[src/rtl/sync_pkg.sv]
// Shared definitions for the PCS code-group synchronisation block:
// FSM state encoding, the seven-bit comma patterns, a comma helper and
// the 10b code-group constants used around the block.
// Code-groups are carried with bit 'a' in the MSB, so a 10-bit
// abcdeifghj group maps to pudi[9:0].
package sync_pkg;

  typedef enum logic [1:0] {
    LOSS_OF_SYNC  = 2'd0,
    COMMA_DETECT  = 2'd1,
    ACQUIRE_SYNC  = 2'd2,
    SYNC_ACQUIRED = 2'd3
  } sync_state_e;

  // Comma = the first seven transmitted bits (a..f plus i).
  localparam int         COMMA_LEN   = 7;
  localparam logic [6:0] COMMA_PLUS  = 7'b0011111;
  localparam logic [6:0] COMMA_MINUS = 7'b1100000;

  // Code-group constants, a-bit in the MSB.
  localparam logic [9:0] K28_5_10B_RD_N = 10'h0FA;  // 001111 1010
  localparam logic [9:0] K28_5_10B_RD_P = 10'h305;  // 110000 0101
  localparam logic [9:0] D16_2_10B_RD_N = 10'h1B5;  // 011011 0101
  localparam logic [9:0] D16_2_10B_RD_P = 10'h245;  // 100100 0101

  function automatic logic is_comma(input logic [COMMA_LEN-1:0] head);
    return (head == COMMA_PLUS) || (head == COMMA_MINUS);
  endfunction

endpackage

[src/rtl/pcs_sync_param_if.sv]
// Receive-side bus of the PCS synchroniser: PUDR strobe and code-group in,
// sync status, parity and registered SUDI out. loss_count reads zero unless
// the block is built with SYNC_STATS_EN.
interface pcs_sync_param_if #(
  parameter int CG_WIDTH = 10
) ();

  logic                indicate;
  logic [CG_WIDTH-1:0] pudi;
  logic                cg_valid;
  logic                code_sync_status;
  logic                rx_even;
  logic [CG_WIDTH:0]   sudi;
  logic [15:0]         loss_count;

  modport master (
    output indicate, pudi, cg_valid,
    input  code_sync_status, rx_even, sudi, loss_count
  );

  modport slave (
    input  indicate, pudi, cg_valid,
    output code_sync_status, rx_even, sudi, loss_count
  );

endinterface

[src/rtl/sync_cg_check.sv]
// Code-group classifier: comma detection on the leading seven bits and the
// good/bad decision. A comma landing on an odd slot (current rx_even=1)
// is misaligned and therefore bad, as is anything the decoder rejects.
module sync_cg_check
  import sync_pkg::*;
(
  input  logic [COMMA_LEN-1:0] cg_head,
  input  logic                 cg_valid,
  input  logic                 rx_even,
  output logic                 comma,
  output logic                 cgbad,
  output logic                 cggood
);

  assign comma  = is_comma(cg_head);
  assign cgbad  = !cg_valid || (comma && rx_even);
  assign cggood = !cgbad;

endmodule

[src/rtl/pcs_sync_param.sv]
// PCS code-group synchroniser. Hunts for commas, requires COMMA_ACQ
// comma/data pairs to declare sync, then tolerates isolated errors:
// LOSS_THRESH net bad code-groups drop sync, and every GOOD_THRESH
// consecutive good ones forgive one bad.
// Build option: define SYNC_STATS_EN to count sync losses on loss_count
// (saturating); otherwise loss_count is tied to zero.
// Parameter ranges: COMMA_ACQ, LOSS_THRESH, GOOD_THRESH in 1..15;
// CG_WIDTH >= 7.
module pcs_sync_param
  import sync_pkg::*;
#(
  parameter int CG_WIDTH    = 10,
  parameter int COMMA_ACQ   = 3,
  parameter int LOSS_THRESH = 4,
  parameter int GOOD_THRESH = 3
) (
  input logic             clk,
  input logic             mr_main_reset_n,
  pcs_sync_param_if.slave bus
);

  localparam int COMMA_W = $clog2(COMMA_ACQ + 1);
  localparam int BAD_W   = $clog2(LOSS_THRESH + 1);
  localparam int GOOD_W  = $clog2(GOOD_THRESH + 1);

  localparam logic [COMMA_W-1:0] COMMA_ACQ_C = COMMA_W'(COMMA_ACQ);
  localparam logic [BAD_W-1:0]   LOSS_C      = BAD_W'(LOSS_THRESH);
  localparam logic [GOOD_W-1:0]  GOOD_C      = GOOD_W'(GOOD_THRESH);

  sync_state_e         state, state_d;
  logic [COMMA_W-1:0]  comma_cnt, comma_cnt_d;
  logic [BAD_W-1:0]    bad_cnt, bad_cnt_d;
  logic [GOOD_W-1:0]   good_cnt, good_cnt_d;
  logic                rx_even, rx_even_d;
  logic                code_sync_status;
  logic [CG_WIDTH:0]   sudi;
  logic                comma, cgbad, cggood;

  sync_cg_check u_cg_check (
    .cg_head  (bus.pudi[CG_WIDTH-1 -: COMMA_LEN]),
    .cg_valid (bus.cg_valid),
    .rx_even  (rx_even),
    .comma    (comma),
    .cgbad    (cgbad),
    .cggood   (cggood)
  );

  // Next state, counters and parity; evaluated only on a PUDR strobe.
  always_comb begin
    // NOTE: every signal gets its hold value first so no path infers a latch.
    state_d     = state;
    comma_cnt_d = comma_cnt;
    bad_cnt_d   = bad_cnt;
    good_cnt_d  = good_cnt;
    rx_even_d   = rx_even;

    if (bus.indicate) begin
      rx_even_d = ~rx_even;
      unique case (state)
        LOSS_OF_SYNC: begin
          if (comma) begin
            state_d     = COMMA_DETECT;
            comma_cnt_d = COMMA_W'(1);
            rx_even_d   = 1'b1;
          end
        end
        COMMA_DETECT: begin
          // A comma must be followed by data; enough pairs seen declares sync.
          if (!bus.cg_valid || comma)       state_d = LOSS_OF_SYNC;
          else if (comma_cnt >= COMMA_ACQ_C) state_d = SYNC_ACQUIRED;
          else                               state_d = ACQUIRE_SYNC;
        end
        ACQUIRE_SYNC: begin
          if (cgbad) begin
            state_d = LOSS_OF_SYNC;
          end else if (comma) begin
            if (comma_cnt < COMMA_ACQ_C) comma_cnt_d = comma_cnt + 1'b1;
            state_d   = COMMA_DETECT;
            rx_even_d = 1'b1;
          end
        end
        SYNC_ACQUIRED: begin
          if (cgbad) begin
            if (bad_cnt + 1'b1 >= LOSS_C) begin
              state_d = LOSS_OF_SYNC;
            end else begin
              bad_cnt_d  = bad_cnt + 1'b1;
              good_cnt_d = '0;
            end
          end else if (cggood && bad_cnt != '0) begin
            if (good_cnt + 1'b1 >= GOOD_C) begin
              bad_cnt_d  = bad_cnt - 1'b1;
              good_cnt_d = '0;
            end else begin
              good_cnt_d = good_cnt + 1'b1;
            end
          end
        end
        default: state_d = LOSS_OF_SYNC;
      endcase

      // Every path into (or staying in) LOSS_OF_SYNC starts from clean counters.
      if (state_d == LOSS_OF_SYNC) begin
        comma_cnt_d = '0;
        bad_cnt_d   = '0;
        good_cnt_d  = '0;
      end
    end
  end

  // State, counters and registered outputs.
  always_ff @(posedge clk or negedge mr_main_reset_n) begin
    if (!mr_main_reset_n) begin
      state            <= LOSS_OF_SYNC;
      comma_cnt        <= '0;
      bad_cnt          <= '0;
      good_cnt         <= '0;
      rx_even          <= 1'b0;
      code_sync_status <= 1'b0;
      sudi             <= '0;
    end else begin
      // NOTE: non-blocking so every flop samples values from before the edge.
      state            <= state_d;
      comma_cnt        <= comma_cnt_d;
      bad_cnt          <= bad_cnt_d;
      good_cnt         <= good_cnt_d;
      rx_even          <= rx_even_d;
      code_sync_status <= (state_d == SYNC_ACQUIRED);
      if (bus.indicate) sudi <= {rx_even_d, bus.pudi};
    end
  end

  assign bus.code_sync_status = code_sync_status;
  assign bus.rx_even          = rx_even;
  assign bus.sudi             = sudi;

`ifdef SYNC_STATS_EN
  logic        sync_lost;
  logic [15:0] loss_count;

  assign sync_lost = bus.indicate && (state == SYNC_ACQUIRED) &&
                     (state_d == LOSS_OF_SYNC);

  // Saturating count of SYNC_ACQUIRED -> LOSS_OF_SYNC transitions.
  always_ff @(posedge clk or negedge mr_main_reset_n) begin
    if (!mr_main_reset_n)                       loss_count <= '0;
    else if (sync_lost && loss_count != 16'hFFFF) loss_count <= loss_count + 16'd1;
  end

  assign bus.loss_count = loss_count;
`else
  assign bus.loss_count = '0;
`endif

endmodule

[src/flat_wrapper.sv]
// flat-port wrapper written by rule: the top's interface ports become plain ports
module pcs_sync_param_flat import sync_pkg::*;
#(
  parameter int CG_WIDTH    = 10,
  parameter int COMMA_ACQ   = 3,
  parameter int LOSS_THRESH = 4,
  parameter int GOOD_THRESH = 3
)
  (clk, mr_main_reset_n, bus_indicate, bus_pudi, bus_cg_valid, bus_code_sync_status, bus_rx_even, bus_sudi, bus_loss_count);
  pcs_sync_param_if #(.CG_WIDTH(CG_WIDTH)) bus_i ();
  input logic clk;
  input logic mr_main_reset_n;
  input wire logic [$bits(bus_i.indicate)-1:0] bus_indicate;
  input wire logic [$bits(bus_i.pudi)-1:0] bus_pudi;
  input wire logic [$bits(bus_i.cg_valid)-1:0] bus_cg_valid;
  output wire logic [$bits(bus_i.code_sync_status)-1:0] bus_code_sync_status;
  output wire logic [$bits(bus_i.rx_even)-1:0] bus_rx_even;
  output wire logic [$bits(bus_i.sudi)-1:0] bus_sudi;
  output wire logic [$bits(bus_i.loss_count)-1:0] bus_loss_count;
  assign bus_i.indicate = bus_indicate;
  assign bus_i.pudi = bus_pudi;
  assign bus_i.cg_valid = bus_cg_valid;
  assign bus_code_sync_status = bus_i.code_sync_status;
  assign bus_rx_even = bus_i.rx_even;
  assign bus_sudi = bus_i.sudi;
  assign bus_loss_count = bus_i.loss_count;
  pcs_sync_param #(.CG_WIDTH(CG_WIDTH), .COMMA_ACQ(COMMA_ACQ), .LOSS_THRESH(LOSS_THRESH), .GOOD_THRESH(GOOD_THRESH)) u_core (.clk(clk), .mr_main_reset_n(mr_main_reset_n), .bus(bus_i));
endmodule
[config.mk]
export PLATFORM = sky130hd
export DESIGN_NAME = pcs_sync_param_flat
export DESIGN_NICKNAME = d
export VERILOG_FILES = /design/src/rtl/sync_pkg.sv /design/src/rtl/pcs_sync_param_if.sv /design/src/rtl/sync_cg_check.sv /design/src/rtl/pcs_sync_param.sv /design/src/flat_wrapper.sv
export SDC_FILE = /design/constraint.sdc
export NUM_CORES = 1
export LEC_CHECK = 0
export CORE_MARGIN = 4
export CORE_UTILIZATION = 25
export CTS_BUF_LIST = sky130_fd_sc_hd__clkbuf_4
export CTS_CLUSTER_DIAMETER = 120
export CTS_CLUSTER_SIZE = 14
export DETAILED_ROUTE_END_ITERATION = 8
export PLACE_DENSITY_LB_ADDON = 0.1
export SYNTH_ARGS = -nofsm -noshare
export SYNTH_HDL_FRONTEND = slang
export SYNTH_SLANG_ARGS = --single-unit
[constraint.sdc]
create_clock -name clk -period 1.9 [get_ports clk]
set_input_delay 0.285 -clock clk [delete_from_list [all_inputs] [get_ports clk]]
set_output_delay 0.285 -clock clk [all_outputs]
set_load 0.02 [all_outputs]
# Yosys cells after proc, flatten, opt, wreduce, memory -nomap -nowiden
# Cells that the tools add are included.
# classes
add_sub_neg	4
mul	0
div_mod_pow	0
order_cmp	4
n_eq_ne	11
shifts	0
muxes	31
bitwise	1
reduce_logical	17
# op_table
operator	n
$mux 2	18
$mux 3	6
$reduce_bool 3->1	4
$ne 3x1->1 const B	3
$pmux 2 s4	1
$eq 7x5->1 const B	1
$eq 7x7->1 const B	1
$eq 2x2->1 const B	3
$reduce_and 6->1	1
$reduce_and 5->1	1
$add 2x1->2 const B	2
$ge 2x2->1 const B	2
$logic_not 2->1	2
$mux 1	4
$pmux 2 s2	1
$reduce_and 4->1	1
$add 3x1->3 const B	1
$ge 3x3->1 const B	1
$logic_or 1x1->1	3
$ne 3x2->1 const B	1
$ne 3x3->1 const B	1
$sub 3x1->3 const B	1
$eq 2x1->1 const B	1
$logic_and 1x1->1	2
5 further kinds	6
# totals
register_bits	22
latch_bits	0
ram_bits	0
rom_bits	0
inputBits	14
out_inout_bits	29
word_cells	75
n_memories	0

# Logic depth before layout (Yosys ltp)
# logic_depth
word_depth	10
depth_mapped	7
ltp_nobuf	7

# Cells and area by module
# A second synthesis with hierarchy kept.
# hier_totals
hier_cells	130
area_unflattened_um2	1387.6
# modules_own_cells
mod	n_inst	cells_each	area_per_inst_um2	seq_area_each_um2
pcs_sync_param	1	121	1307.5	550.5
sync_cg_check	1	9	80.1	0.0

# Least setup slack after synthesis
# Ideal clock, no wire load.
# synth_timing
path_type	register -> register
from	reg u_core.rx_even (netlist: u_core.bus.rx_even)
to	reg u_core.comma_cnt[0]
setup_time_ps	73
arrival_time_ps	1845
required_time_ps	1827
setup_slack_ps	-18
path_stages_with_launch	7
path_buffers	0
period_less_slack_ps	1918
path_cell_list	dfrtp_1 and4b_1 a221oi_2 a21oi_2 and3_4 a31o_1 a21oi_2
# synth_between
elab_chain_cells	8
word_cells_on_any_way	14
classes_between	eq/ne (4); mux (5); reduce/logical (5)
# synth_lines
item	line	rtl
start: declaration	pcs_sync_param.sv:34	logic rx_even, rx_even_d;
start signal: assignment	pcs_sync_param.sv:127	rx_even <= rx_even_d;
$logic_and 1x1->1 *	sync_cg_check.sv:16	assign cgbad = !cg_valid || (comma && rx_even);
$logic_or 1x1->1 *	sync_cg_check.sv:16	
$mux 2 (on tied branches)	pcs_sync_param.sv:83, pcs_sync_param.sv:74	
$pmux 2 s4	pcs_sync_param.sv:59	unique case (state)
$mux 2	pcs_sync_param.sv:57	if (bus.indicate) begin
$logic_not 2->1	pcs_sync_param.sv:103	if (state_d == LOSS_OF_SYNC) begin
$ne 3x1->1 (no source line), or another cell as far along	n/a	
$reduce_and 6->1 (no source line)	n/a	
end signal: assignment	pcs_sync_param.sv:124	comma_cnt <= comma_cnt_d;
end: declaration	pcs_sync_param.sv:31	logic [COMMA_W-1:0] comma_cnt, comma_cnt_d;
# Mark *: on every way between the ends. The rest lies on a longest branch, timed or not. The select of a mux whose other input is x is not followed.
# A chain may end at the register's enable or synchronous reset.

# Worst setup path after layout
# layout_timing
from	in bus_pudi[4]
to	reg u_core.comma_cnt[0]
# layout_between
elab_chain_cells	10
word_cells_on_any_way	20
classes_between	eq/ne (6); mux (7); reduce/logical (7)
# layout_lines
item	line	rtl
start: declaration	flat_wrapper.sv:14	input wire logic [$bits(bus_i.pudi)-1:0] bus_pudi;
$eq 7x5->1 or $eq 7x7->1 (tied branches)	sync_pkg.sv:27	return (head == COMMA_PLUS) || (head == COMMA_MINUS);
$logic_or 1x1->1 *	sync_pkg.sv:27	
$logic_and 1x1->1	sync_cg_check.sv:16	
$logic_or 1x1->1	sync_cg_check.sv:16	
$mux 2 (on tied branches)	pcs_sync_param.sv:83, pcs_sync_param.sv:74	
$pmux 2 s4	pcs_sync_param.sv:59	
$mux 2	pcs_sync_param.sv:57	
$logic_not 2->1	pcs_sync_param.sv:103	
$ne 3x1->1 (no source line), or another cell as far along	n/a	
$reduce_and 6->1 (no source line)	n/a	
# Marked as above.

==> impl_results.md <==
- Via count: 1071
- Max Cap Viol: 0
- Flops & latches, synth: 22
- LEAKAGE: 0.826 nW
- Post-DR vias/cell: 4.41
- Power Internal: 0.000705 W
- Top-area cell type share of the netlist area: 41.2%
- Maximum vdd drop: 0.299 mV
- Clock latency on the worst-skew pair: 310 ps
- Number of diodes: 0
- Worst-path cell chain: clkdlybuf4s50_1 -> and4_4 -> a32oi_2 -> or3_1 -> and3_4 -> a31o_1 -> a21oi_2
- Total Power: 0.00101 W
- Dpl cells: 237
- Post-synthesis mux area share: 8.43%
- First-pass GRT wire length: 4.95 mm
- DIE WIDTH: 81.1 um
- Remaining DRCs: 0
- Clock Power Share: 22.0%
- Power share of the combinational group: 27.0%
- Initial DRC count: 23
- Most common library cells after synthesis: dfrtp_1 (22), buf_4 (16), nand2_1 (11)
- CTS tree: yes
- Yosys top cell by area: dfrtp_1
- Sequential area share after synthesis: 41.2%
- Hold Vio Cnt, Final: 0
- Area Growth Syn to Fin: 36.1%
- Drt first pass iters: 4
- Total Routed Length: 3.00 mm
- EDFF count, synth: 0
- Pwr Density: 554 nW/um2
- Root Buffer Master: clkbuf_4
- YS warnings: 0
- Design area: 1820 um2
- Syn avg cell area: 10.1 um2
- Period utilization: 96.2%
- RD Place Congestion: 0.777
- Pre-CTS WS: -325 ps
- # setup viols final: 0
- Syn Std Cell Area: 1340 um2
- Required time of the critical path: 2150 ps
- Largest stage delay, worst path: 550 ps
- Post-Synth Simple-Gate Area: 17.8%
- Status: finished clean
- Most frequent cell after synthesis: dfrtp_1
- CTS clk-pin slew, worst paths: 130 ps
- Compound-Gate Fraction of Synth Area: 15.4%
- Layout cells sized above 1: 23.1%
- Fin cells: 243
- Die area: 6570 um2
- Worst min path class: input pin to async pin
- CP arrival: 2080 ps
- Total track usage: 9.78%
- Yosys cell types: 42
- Synth area leaders: dfrtp_1 (41%), buf_4 (9.0%), mux2_2 (8.4%)
- Row cnt: 26
- Net Sw Power: 0.000301 W
- Crit path kind: input pin to flop
- Main combinational cell family by area after synthesis: simple AND/OR/NAND/NOR gates
- PortBufs: 26
- Worst Skew: 7.95 ps
- Hold Slack: 312 ps
- Final HPWL DP: 2.28 mm
- Adder-cell share of the synthesized area: 3.75%
- Initial antenna violation count: 0
- Area post-placement: 1740 um2
- Vias in the first global route: 1027
- Die height: 81.1 um
- Setup ws final: 72.9 ps
- Mapped Cells: 132
- Drt wl/cell: 12.3 um
- Seq pwr share: 51.0%
- Layout net count: 192
- IO Count: 43
- H-tree levels: 1
- Fmax: 547 MHz
- Total global routing overflow: 0
- Synth Area in XOR/XNOR: 1.31%
- DRT antenna net count: 0
- Critical path launch point type: input pin
- Sinks on Clock Net: 22
- Ys flop type: dfrtp_1
- Async SR Flop Fraction: 100%
- Max Buffers Root-to-Sink: 2
- Crit path time final: 1830 ps
- Initial Utilization: 26.0%
- Slowest library cell on the worst path: clkdlybuf4s50_1
- CP Max Fanout: 3
- Sw frac: 29.9%
- Largest net degree at the start of global routing: 25
- Final Slew Violations: 0
- Total core area: 5140 um2
- Critical Path End Type: flop
- TritonCTS Buffers: 3
[layout by cell type (no fill, tap or decap), types with 2 or more instances in the layout]
cell	n
dfrtp_1	22
clkdlybuf4s50_1	20
conb_1	16
buf_4	15
nand2_1	11
nand3_1	10
mux2_2	10
o21ai_0	6
dlymetal6s2s_1	6
inv_1	5
ha_1	4
nor2b_1	3
a21oi_1	3
clkbuf_4	3
a22o_1	2
o21a_1	2
nor2_1	2
a21oi_2	2
nor3_1	2
[cell families (layout without fill, tap and decap cells)]
logic type      count (synthesis)  after routing
xor+xnor                        2              2
compound gates                 27             27
flops                          22             22
fa+ha+maj                       4              4
other cells                     1             16
simple gates                   40             40
mux                            10             10
buf+inv                        26             52
[metal layers]
metal  up-vias  global-route usage, %  wire [um]
met2        33                   15.2       1410
met5         -                      0          0
li1        524                      -          -
met1       512                   13.2       1410
met4         0                   2.53         22
met3         2                   2.99        160
[flip-flops by register name, summed over array words and instances (netlist names)]
register                     flops
u_core.state                     2
u_core.bus.code_sync_status      1
u_core.comma_cnt                 2
u_core.bus.rx_even               1
u_core.bus.sudi                 11
u_core.good_cnt                  2
u_core.bad_cnt                   3
[final cells by class]
cell class	instances	area, um2
fillers	564	3320
multi-input cells	99	714
flip-flops and latches	22	551
repair buffers	43	419
well taps	70	87.6
clock buffers	3	22.5
inverters	5	18.8
clock inverters	1	3.75
[stage by stage]
stage                     setup TNS [ps]  util [%]
after CTS                              0      34.3
final                                  0      35.3
after detailed placement           -3210      33.8
after floorplan                        0         -
after global placement             -3150      33.8
after global routing               -84.5      35.3
[critical path, delay by kind of cell]
kind | cells | cell delay [ps]
and+or+nand+nor | 3 | 850
buffers and inverters | 1 | 550
AOI/OAI and AO/OA | 3 | 400
[timing repair]
action | in CTS | in global routing
endpoints found under the setup margin | 0 | 10
gates resized for setup | 0 | 12
hold buffers | 0 | 0
endpoints found under the hold margin | 0 | 0
setup buffers | 0 | 2
[power groups by stage]
stage / sequential (W) / combinational (W) / clock, W
floorplan: 0.000558 / 0.000119 / 0
global placement: 0.000522 / 0.000269 / 0
detailed placement: 0.000523 / 0.000269 / 0
CTS: 0.000514 / 0.000270 / 0.000248
global route: 0.000519 / 0.000293 / 0.000271
finish: 0.000513 / 0.000271 / 0.000221
[path summary, 6_finish.rpt]
| kind | start | slack, ps | end | depth (start not counted) |
|---|---|---|---|---|
| max | bus_pudi[4] | 70 | u_core.comma_cnt[0] | 7 |
| min | mr_main_reset_n | 310 | u_core.comma_cnt[1] | 2 |
| max reg2reg | u_core.bus.rx_even | 80 | u_core.state[0] | 9 |
| min reg2reg | u_core.bus.sudi[10] | 500 | u_core.bus.sudi[10] | 1 |
| max in group asynchronous | mr_main_reset_n | 1350 | u_core.bus.sudi[4] | 2 |
| min in group clk | bus_pudi[7] | 330 | u_core.bus.sudi[7] | 2 |
Note: power is estimated with default switching activity, not from simulation.
